<file path="config.mk">
export PLATFORM = sky130hd
export DESIGN_NAME = vga_timing_gen
export DESIGN_NICKNAME = d
export VERILOG_FILES = /design/src/rtl/vga_timing_gen.sv
export SDC_FILE = /design/constraint.sdc
export NUM_CORES = 1
export LEC_CHECK = 0
export BUFFER_PORTS_ARGS = -buffer_cell sky130_fd_sc_hd__buf_4
export CAP_MARGIN = 20
export CORE_ASPECT_RATIO = 1.2
export CORE_UTILIZATION = 35
export DETAILED_ROUTE_END_ITERATION = 6
export SYNTH_ARGS = -nofsm -noshare
export SYNTH_HDL_FRONTEND = slang
export SYNTH_SLANG_ARGS = --single-unit
</file>
<file path="constraint.sdc">
create_clock -name clock_i -period 2.7 [get_ports clock_i]
set_clock_uncertainty 0.1 [all_clocks]
set_input_delay 0.27 -clock clock_i [delete_from_list [all_inputs] [get_ports clock_i]]
set_output_delay 0.27 -clock clock_i [all_outputs]
set_load 0.01 [all_outputs]
</file>
<file path="src/rtl/vga_timing_gen.sv">
// rtl/vga_timing_gen.sv - parametrised VGA raster timing generator with registered decodes
// Optional frame counter port: define VGA_TIMING_FRAME_CNT_EN.
module vga_timing_gen #(
  parameter int H_ACTIVE = 640,
  parameter int H_FP     = 16,
  parameter int H_SYNC   = 96,
  parameter int H_BP     = 48,
  parameter int V_ACTIVE = 480,
  parameter int V_FP     = 10,
  parameter int V_SYNC   = 2,
  parameter int V_BP     = 33,
  parameter bit H_POL    = 1'b0,
  parameter bit V_POL    = 1'b0,
  parameter int PIX_DIV  = 1,
  parameter int CNT_W    = 10
) (
  input  logic             clock_i,
  input  logic             reset_i,
  output logic             pix_tick_o,
  output logic             hsync_o,
  output logic             vsync_o,
  output logic             video_on_o,
  output logic             line_start_o,
  output logic             frame_start_o,
  output logic [CNT_W-1:0] pixel_x_o,
  output logic [CNT_W-1:0] pixel_y_o
`ifdef VGA_TIMING_FRAME_CNT_EN
  ,
  output logic [15:0]      frame_count_o
`endif
);

  localparam int H_TOTAL = H_ACTIVE + H_FP + H_SYNC + H_BP;
  localparam int V_TOTAL = V_ACTIVE + V_FP + V_SYNC + V_BP;
  localparam int DIV_W   = (PIX_DIV > 1) ? $clog2(PIX_DIV) : 1;
  localparam int CW1     = CNT_W + 1;

  localparam logic [DIV_W-1:0] DIV_LAST = DIV_W'(PIX_DIV - 1);
  localparam logic [CNT_W-1:0] H_LAST   = CNT_W'(H_TOTAL - 1);
  localparam logic [CNT_W-1:0] V_LAST   = CNT_W'(V_TOTAL - 1);

  // One extra bit so bounds equal to 2**CNT_W still compare correctly.
  localparam logic [CNT_W:0] H_VIS_END = CW1'(H_ACTIVE);
  localparam logic [CNT_W:0] V_VIS_END = CW1'(V_ACTIVE);
  localparam logic [CNT_W:0] HS_START  = CW1'(H_ACTIVE + H_FP);
  localparam logic [CNT_W:0] HS_END    = CW1'(H_ACTIVE + H_FP + H_SYNC);
  localparam logic [CNT_W:0] VS_START  = CW1'(V_ACTIVE + V_FP);
  localparam logic [CNT_W:0] VS_END    = CW1'(V_ACTIVE + V_FP + V_SYNC);

  logic [DIV_W-1:0] div_q, div_d;
  logic             tick_q, tick_d;
  logic [CNT_W-1:0] x_q, x_d;
  logic [CNT_W-1:0] y_q, y_d;
  logic             hs_q, hs_d;
  logic             vs_q, vs_d;
  logic             von_q, von_d;
  logic             ls_q, ls_d;
  logic             fs_q, fs_d;
  logic             h_wrap, v_wrap;
  logic             hs_act, vs_act;

  always_comb begin
    div_d  = (div_q == DIV_LAST) ? '0 : div_q + DIV_W'(1);
    tick_d = (div_d == DIV_LAST);
  end

  assign h_wrap = (x_q == H_LAST);
  assign v_wrap = (y_q == V_LAST);

  // Counters advance at the end of the cycle in which pix_tick is high.
  always_comb begin
    x_d = x_q;
    y_d = y_q;
    if (tick_q) begin
      if (h_wrap) begin
        x_d = '0;
        y_d = v_wrap ? '0 : y_q + CNT_W'(1);
      end else begin
        x_d = x_q + CNT_W'(1);
      end
    end
  end

  // Decodes evaluated on next-state so the flopped outputs line up with the counters.
  always_comb begin
    hs_act = ({1'b0, x_d} >= HS_START) && ({1'b0, x_d} < HS_END);
    vs_act = ({1'b0, y_d} >= VS_START) && ({1'b0, y_d} < VS_END);
    hs_d   = hs_act ? H_POL : ~H_POL;
    vs_d   = vs_act ? V_POL : ~V_POL;
    von_d  = ({1'b0, x_d} < H_VIS_END) && ({1'b0, y_d} < V_VIS_END);
    ls_d   = tick_d && (x_d == '0);
    fs_d   = ls_d && (y_d == '0);
  end

  always_ff @(posedge clock_i) begin
    if (reset_i) begin
      div_q  <= '0;
      tick_q <= 1'b0;
      x_q    <= '0;
      y_q    <= '0;
      hs_q   <= ~H_POL;
      vs_q   <= ~V_POL;
      von_q  <= 1'b1;
      ls_q   <= 1'b0;
      fs_q   <= 1'b0;
    end else begin
      div_q  <= div_d;
      tick_q <= tick_d;
      x_q    <= x_d;
      y_q    <= y_d;
      hs_q   <= hs_d;
      vs_q   <= vs_d;
      von_q  <= von_d;
      ls_q   <= ls_d;
      fs_q   <= fs_d;
    end
  end

`ifdef VGA_TIMING_FRAME_CNT_EN
  logic [15:0] fc_q, fc_d;

  assign fc_d = (tick_q && h_wrap && v_wrap) ? fc_q + 16'd1 : fc_q;

  always_ff @(posedge clock_i) begin
    if (reset_i) begin
      fc_q <= '0;
    end else begin
      fc_q <= fc_d;
    end
  end

  assign frame_count_o = fc_q;
`endif

  assign pix_tick_o    = tick_q;
  assign hsync_o       = hs_q;
  assign vsync_o       = vs_q;
  assign video_on_o    = von_q;
  assign line_start_o  = ls_q;
  assign frame_start_o = fs_q;
  assign pixel_x_o     = x_q;
  assign pixel_y_o     = y_q;

endmodule
</file>
==> results of run 1 <==
==> synthesized netlist by cell type (2+ instances only) <==
library cell,instances,area share
a311oi_1,3,0.017
nand3_1,9,0.030
buf_2,4,0.013
o31ai_1,3,0.015
or3_1,2,0.0082
o21ai_0,2,0.0066
and3_1,5,0.020
nand2_1,8,0.020
and4_1,4,0.023
nor3_1,8,0.026
and2_1,2,0.0082
ha_1,3,0.025
clkbuf_1,9,0.022
inv_1,4,0.0098
nand4_1,8,0.033
o21ai_1,2,0.0066
nor4_4,2,0.028
a21oi_1,7,0.023
mux2i_1,2,0.013
dfxtp_1,26,0.34
a211o_1,2,0.011
xor2_1,6,0.034
xnor2_1,9,0.052
nor2_1,23,0.057
==> cells by family (layout without fill, tap and decap cells) <==
logic type | after synthesis | after routing
DFF | 26 | 26
muxes | 2 | 2
buffers and inverters | 20 | 40
and+or+nand+nor | 84 | 84
adders and majority gates | 3 | 3
AOI/OAI and AO/OA | 30 | 30
xor gates and xnor gates | 15 | 15
==> report_power, final <==
group	internal [mW]	total, mW	switching, mW
clock network	0.198	0.326	0.127
logic	0.0268	0.0545	0.0277
registers	0.391	0.401	0.0105
total	0.616	0.781	0.166
==> metrics by stage <==
stage | hold slack (ns) | setup slack, ns
finish | 0.229 | 0.177
global route | 0.237 | 0.00734
CTS | 0.225 | 0.185
detailed placement | 0.503 | 0.213
global placement | 0.478 | 0.286
floorplan | 0.254 | 0.365
==> path summary, 6_finish.rpt <==
path | startpoint | end | cells past startpoint
max | pixel_x_o[0] | frame_start_o | 7
min | reset_i | pix_tick_o | 2
max reg2reg | pixel_x_o[0] | frame_start_o | 7
min reg2reg | pixel_x_o[1] | pixel_x_o[1] | 2
==> sequential cells by signal (all words and copies together) (netlist names) <==
signal and cells:
frame_start_o 1, hsync_o 1, line_start_o 1, pix_tick_o 1
pixel_x_o 10, pixel_y_o 10, video_on_o 1, vsync_o 1
==> area by class of cell <==
class	count	area share
clock buffer	3	0.0226
clock inverter	1	0.0164
inverter	4	0.00821
multi-input combinational	134	0.500
sequential	26	0.285
tap	54	0.0369
timing repair buffer	32	0.131
==> layout by cell type, fill, tap and decap left out, types with 4 or more instances in the layout <==
| master | netlist | final |
|---|---|---|
| xor2_1 | 6 | 6 |
| and3_1 | 5 | 5 |
| dfxtp_1 | 26 | 26 |
| nand3_1 | 9 | 9 |
| buf_4 | 1 | 32 |
| nand2_1 | 8 | 8 |
| and4_1 | 4 | 4 |
| nand4_1 | 8 | 8 |
| nor3_1 | 8 | 8 |
| nor2_1 | 23 | 23 |
| a21oi_1 | 7 | 7 |
| xnor2_1 | 9 | 9 |
| inv_1 | 4 | 4 |
==> worst reg2reg max path, stage by stage (launching register included) <==
cell,delay (ns)
dfxtp_1,0.47
ha_1,0.36
nand4_2,0.28
nor3_4,0.40
nand2b_1,0.14
nor3b_1,0.33
a211o_1,0.16
and4b_1,0.20
==> metal layers <==
layer,wire [µm],vias to the layer above,GRT usage,part of all wire
li1,-,699,-,-
met1,1660,666,0.203,0.44
met2,1900,45,0.327,0.50
met3,169,6,0.0199,0.045
met4,42,0,0.0698,0.011
met5,0,-,0,0
==> results.tsv, run 1 <==
stage	metric	value	unit
status	outcome	complete, no violations	
setup_path	crit_chain	ha_1 -> nand4_2 -> nor3_4 -> nand2b_1 -> nor3b_1 -> a211o_1 -> and4b_1	
power	p_total	781	µW
clock_tree	post_cts_resized	0	
route	viasPerCell	5.57	
setup_path	reg2reg_slack	0.18	ns
setup_path	arrival	2.59	ns
placed_design	post-dp-hpwl	2770	µm
global_routing	grt_pass1_wl	6330	µm
setup_path	crit_type	reg2reg	
die	start_util	0.375	
die	dieArea	0.00463	mm²
timing	min_period	2.52	ns
timing	slew_viol_final	0	
hold_path	hp-class	in2reg	
synthesis	synth_edf_count	0	
power	power_density	427	mW/mm²
timing	fmax	0.396	GHz
clock_tree	cts_setup_buffers	0	
setup_path	crit_path_top_delay_cell	dfxtp_1	
synthesis	syn_area	0.00153	mm²
setup_path	critical-path-max-stage-delay	0.47	ns
final_layout	post-route-util	0.450	
synthesis	async_flop_share	0	
clock_tree	cts_root_buffer	clkbuf_8	
synthesis	synth_fa_ha_area_frac	0.0246	
synthesis	synth_nets	185	
die	core-area	0.00407	mm²
placed_design	portBuffers	27	
final_layout	syn_to_final_growth	19.8	%
setup_path	cp_top_family	simple AND/OR/NAND/NOR gates	
placed_design	place_area	0.00176	mm²
placed_design	gp_congestion	0.865	
clock_tree	cts.sinks	26	
power	power.leakage	0.763	nW
clock_tree	ctsHoldBuffers	0	
synthesis	synth-compound-area-share	0.139	
setup_path	critPathMaxFanout	10	
route	vias	1416	
final_layout	final_layout_size_suffix_gt1_frac	0.215	
route	ant_nets	0	
global_routing	grt_max_degree	22	
final_layout	nNetsFinal	206	
die	die_h	74.3	µm
timing	tns	0	ns
setup_path	path_buf_inv	0	
clock_tree	htree_levels	1	
synthesis	synthMuxAreaShare	0.0131	
timing	report.final.hold_viol_count	0	
power	ir_worst_vdd	284	µV
synthesis	synthSimpleGateAreaFrac	0.337	
final_layout	finalNonFillerCells	254	
final_layout	multi_input_area	915	µm²
final_layout	diodes	0	
synthesis	synth_cells	180	
timing	rsz0062_at_grt	no	
route	wl_per_cell	14.9	µm
route	wl	3770	µm
timing	tightest_slew	0.413	ns
global_routing	gr-usage-all-layers	0.174	
route	drtIter0Drc	81	
final_layout	fillers	412	
clock_tree	clk_path_buf_depth	2	
route	drc	0	
synthesis	synth_top_family_by_area	simple AND/OR/NAND/NOR gates	
die	fp.dieW	62.3	µm
timing	fin_crit_sh	0.935	
final_layout	final-seq-area	520	µm²
flow_run	cap_violations	0	
clock_tree	tritoncts	done	
setup_path	start_kind	register	
synthesis	ys_warn_count	0	
global_routing	grt-ovfl-total	0	
timing	setup_viol	0	
synthesis	synth_seq_area_share	0.341	
clock_tree	cts-buffers-inserted	3	
die	num_rows	25	
synthesis	avgSynthCellArea	8.48	µm²
final_layout	fin_area	0.00183	mm²
setup_path	required	2.77	ns
die	ios	28	
placed_design	dp.cells	250	
synthesis	synth_xor_area_frac	0.0861	
global_routing	antenna_found_initial	0	
global_routing	grt_pass1_vias	1360	
route	firstDrtPassIters	4	
synthesis	ys_types	51	
synthesis	ys_seq_elements	26	
clock_tree	clk_latency	0.27	ns
synthesis	synth_flop_cell	dfxtp_1	
timing	slew_headroom	0.721	
setup_path	end_kind	register	
clock_tree	cts.clk_slew.worst_paths	0.09	ns
Note: power is estimated with default switching activity, not from simulation.
==> inputs of run 2 (changes only) <==
- CORE_UTILIZATION: 35 -> 55
- PLACE_DENSITY: unset -> 0.79
==> run 2 against run 1 <==
Against the previous run:
- critical path depth is the same
- final cell count shrank 7.5%
- register-to-register slack gained 0.02 ns
==> results.tsv, run 2 (synthesis gave the netlist of run 1 again) <==
stage	metric	value	unit
route	dr.max_layer_used	met4	
die	ios	28	
clock_tree	cts-buffers-inserted	3	
setup_path	r2r_end	frame_start_o	
flow_run	cap_violations	0	
global_routing	grt_pass1_vias	1284	
timing	rsz0062_at_grt	no	
die	core-area	0.00258	mm²
timing	fin_crit_sh	0.926	
hold_path	holdCritStartpoint	reset_i	
route	vias	1448	
timing	slew_headroom	0.704	
route	wl_met3	158	µm
placed_design	post-dp-hpwl	2730	µm
clock_tree	tritoncts	done	
die	dieArea	0.00299	mm²
route	drtIter0Drc	45	
hold_path	whs_endpoint	pixel_x_o[3]	
setup_path	cp_num_cells	7	
timing	slew_viol_final	0	
clock_tree	htree_levels	1	
clock_tree	ctsHoldBuffers	0	
route	wl_met1	1490	µm
route	ant_nets	0	
die	start_util	0.592	
setup_path	start_kind	register	
global_routing	grt-ovfl-total	0	
timing	tns	0	ns
placed_design	gp_congestion	0.881	
global_routing	grt_pass1_wl	5780	µm
power	ir_worst_vdd	274	µV
timing	min_period	2.50	ns
die	num_rows	20	
hold_path	hp-class	in2reg	
global_routing	grt_max_degree	22	
route	route.met2.wl	1880	µm
status	outcome	complete, no violations	
setup_path	arrival	2.64	ns
setup_path	path_buf_inv	0	
clock_tree	cts_root_buffer	clkbuf_4	
final_layout	layout_common_cells	34 x buf_4, 26 x dfxtp_1, 23 x nor2_1	
clock_tree	clk_path_buf_depth	2	
clock_tree	cts_setup_buffers	0	
final_layout	final_common_cell	buf_4	
global_routing	gr-usage-all-layers	0.258	
power	power.leakage	0.767	nW
route	firstDrtPassIters	4	
setup_path	critPathMaxFanout	8	
die	fp.dieW	50.1	µm
final_layout	syn_to_final_growth	17.9	%
global_routing	antenna_found_initial	0	
hold_path	hold_depth	2	
setup_path	crit_chain	ha_1 -> nand4_2 -> nor3_4 -> nand2b_1 -> nor3b_1 -> a211o_1 -> and4b_1	
setup_path	required	2.84	ns
setup_path	crit_path_top_delay_cell	dfxtp_1	
setup_path	reg2reg_slack	0.20	ns
setup_path	cp_top_family	simple AND/OR/NAND/NOR gates	
final_layout	fillers	215	
final_layout	final_layout_size_suffix_gt1_frac	0.223	
final_layout	diodes	0	
power	p_total	726	µW
setup_path	reg2reg_from	pixel_x_o[0]	
die	die_h	59.7	µm
final_layout	nNetsFinal	208	
setup_path	rr_worst_depth	7	
setup_path	end_kind	register	
route	wl_per_cell	15.7	µm
clock_tree	cts.sinks	26	
setup_path	crit_type	reg2reg	
clock_tree	clk_latency	0.33	ns
timing	setup_viol	0	
clock_tree	cts.clk_slew.worst_paths	0.15	ns
timing	tightest_slew	0.444	ns
route	viasPerCell	6.16	
timing	fmax	0.400	GHz
setup_path	critical-path-max-stage-delay	0.48	ns
timing	report.final.hold_viol_count	0	
route	drc	0	
power	power_density	403	mW/mm²
clock_tree	post_cts_resized	0	
route	wl	3700	µm
placed_design	portBuffers	27	
[run 2: cell count changes in the layout (fill, tap and decap cells not counted), sizes merged]
cell  before  now
buf       32   34
[run 2: power by group]
part	internal (mW)	leakage (nW)	switching, mW
registers	0.391	0.211	0.0126
logic	0.0258	0.528	0.0257
clock network	0.150	0.0279	0.120
total	0.567	0.767	0.159
[run 2: worst register-to-register path, cell delays in order (launching register included)]
cell      delay (ns)
dfxtp_1         0.48
ha_1            0.36
nand4_2         0.27
nor3_4          0.39
nand2b_1        0.12
nor3b_1         0.34
a211o_1         0.17
and4b_1         0.18
[run 2: how the worst max path moves through the flow]
stage,startpoint,endpoint,slack [ns]
global placement,pixel_x_o[6],frame_start_o,0.32
detailed placement,pixel_x_o[0],frame_start_o,0.24
finish,pixel_x_o[0],frame_start_o,0.20
CTS,pixel_x_o[0],frame_start_o,0.19
floorplan,pixel_x_o[0],vsync_o,0.37
global route,pixel_x_o[0],frame_start_o,0.02
[run 2: area by class of cell]
class	instances	area [µm²]	share of cell area
Tap cell	33	41.3	0.0229
Sequential cell	26	520	0.289
Clock buffer	3	22.5	0.0125
Multi-Input combinational cell	134	915	0.508
Clock inverter	1	30.0	0.0167
Inverter	4	15.0	0.00834
Timing Repair Buffer	34	255	0.142
[run 2: stage by stage]
stage	cells	utilization	hold slack (ns)	instance area (µm²)	setup slack, ns
4_1_cts	233	0.692	0.155	1780	0.192
5_1_grt	235	0.698	0.161	1800	0.0221
3_5_place_dp	229	0.672	0.510	1730	0.238
2_1_floorplan	180	-	0.254	1530	0.365
3_3_place_gp	229	0.672	0.484	1730	0.316
6_report	235	0.698	0.169	1800	0.200
[run 2: per-layer routing]
layer	GRT usage	vias up
met5	0	-
met4	0.176	0
met3	0.0356	17
met2	0.465	56
met1	0.279	671
li1	-	704
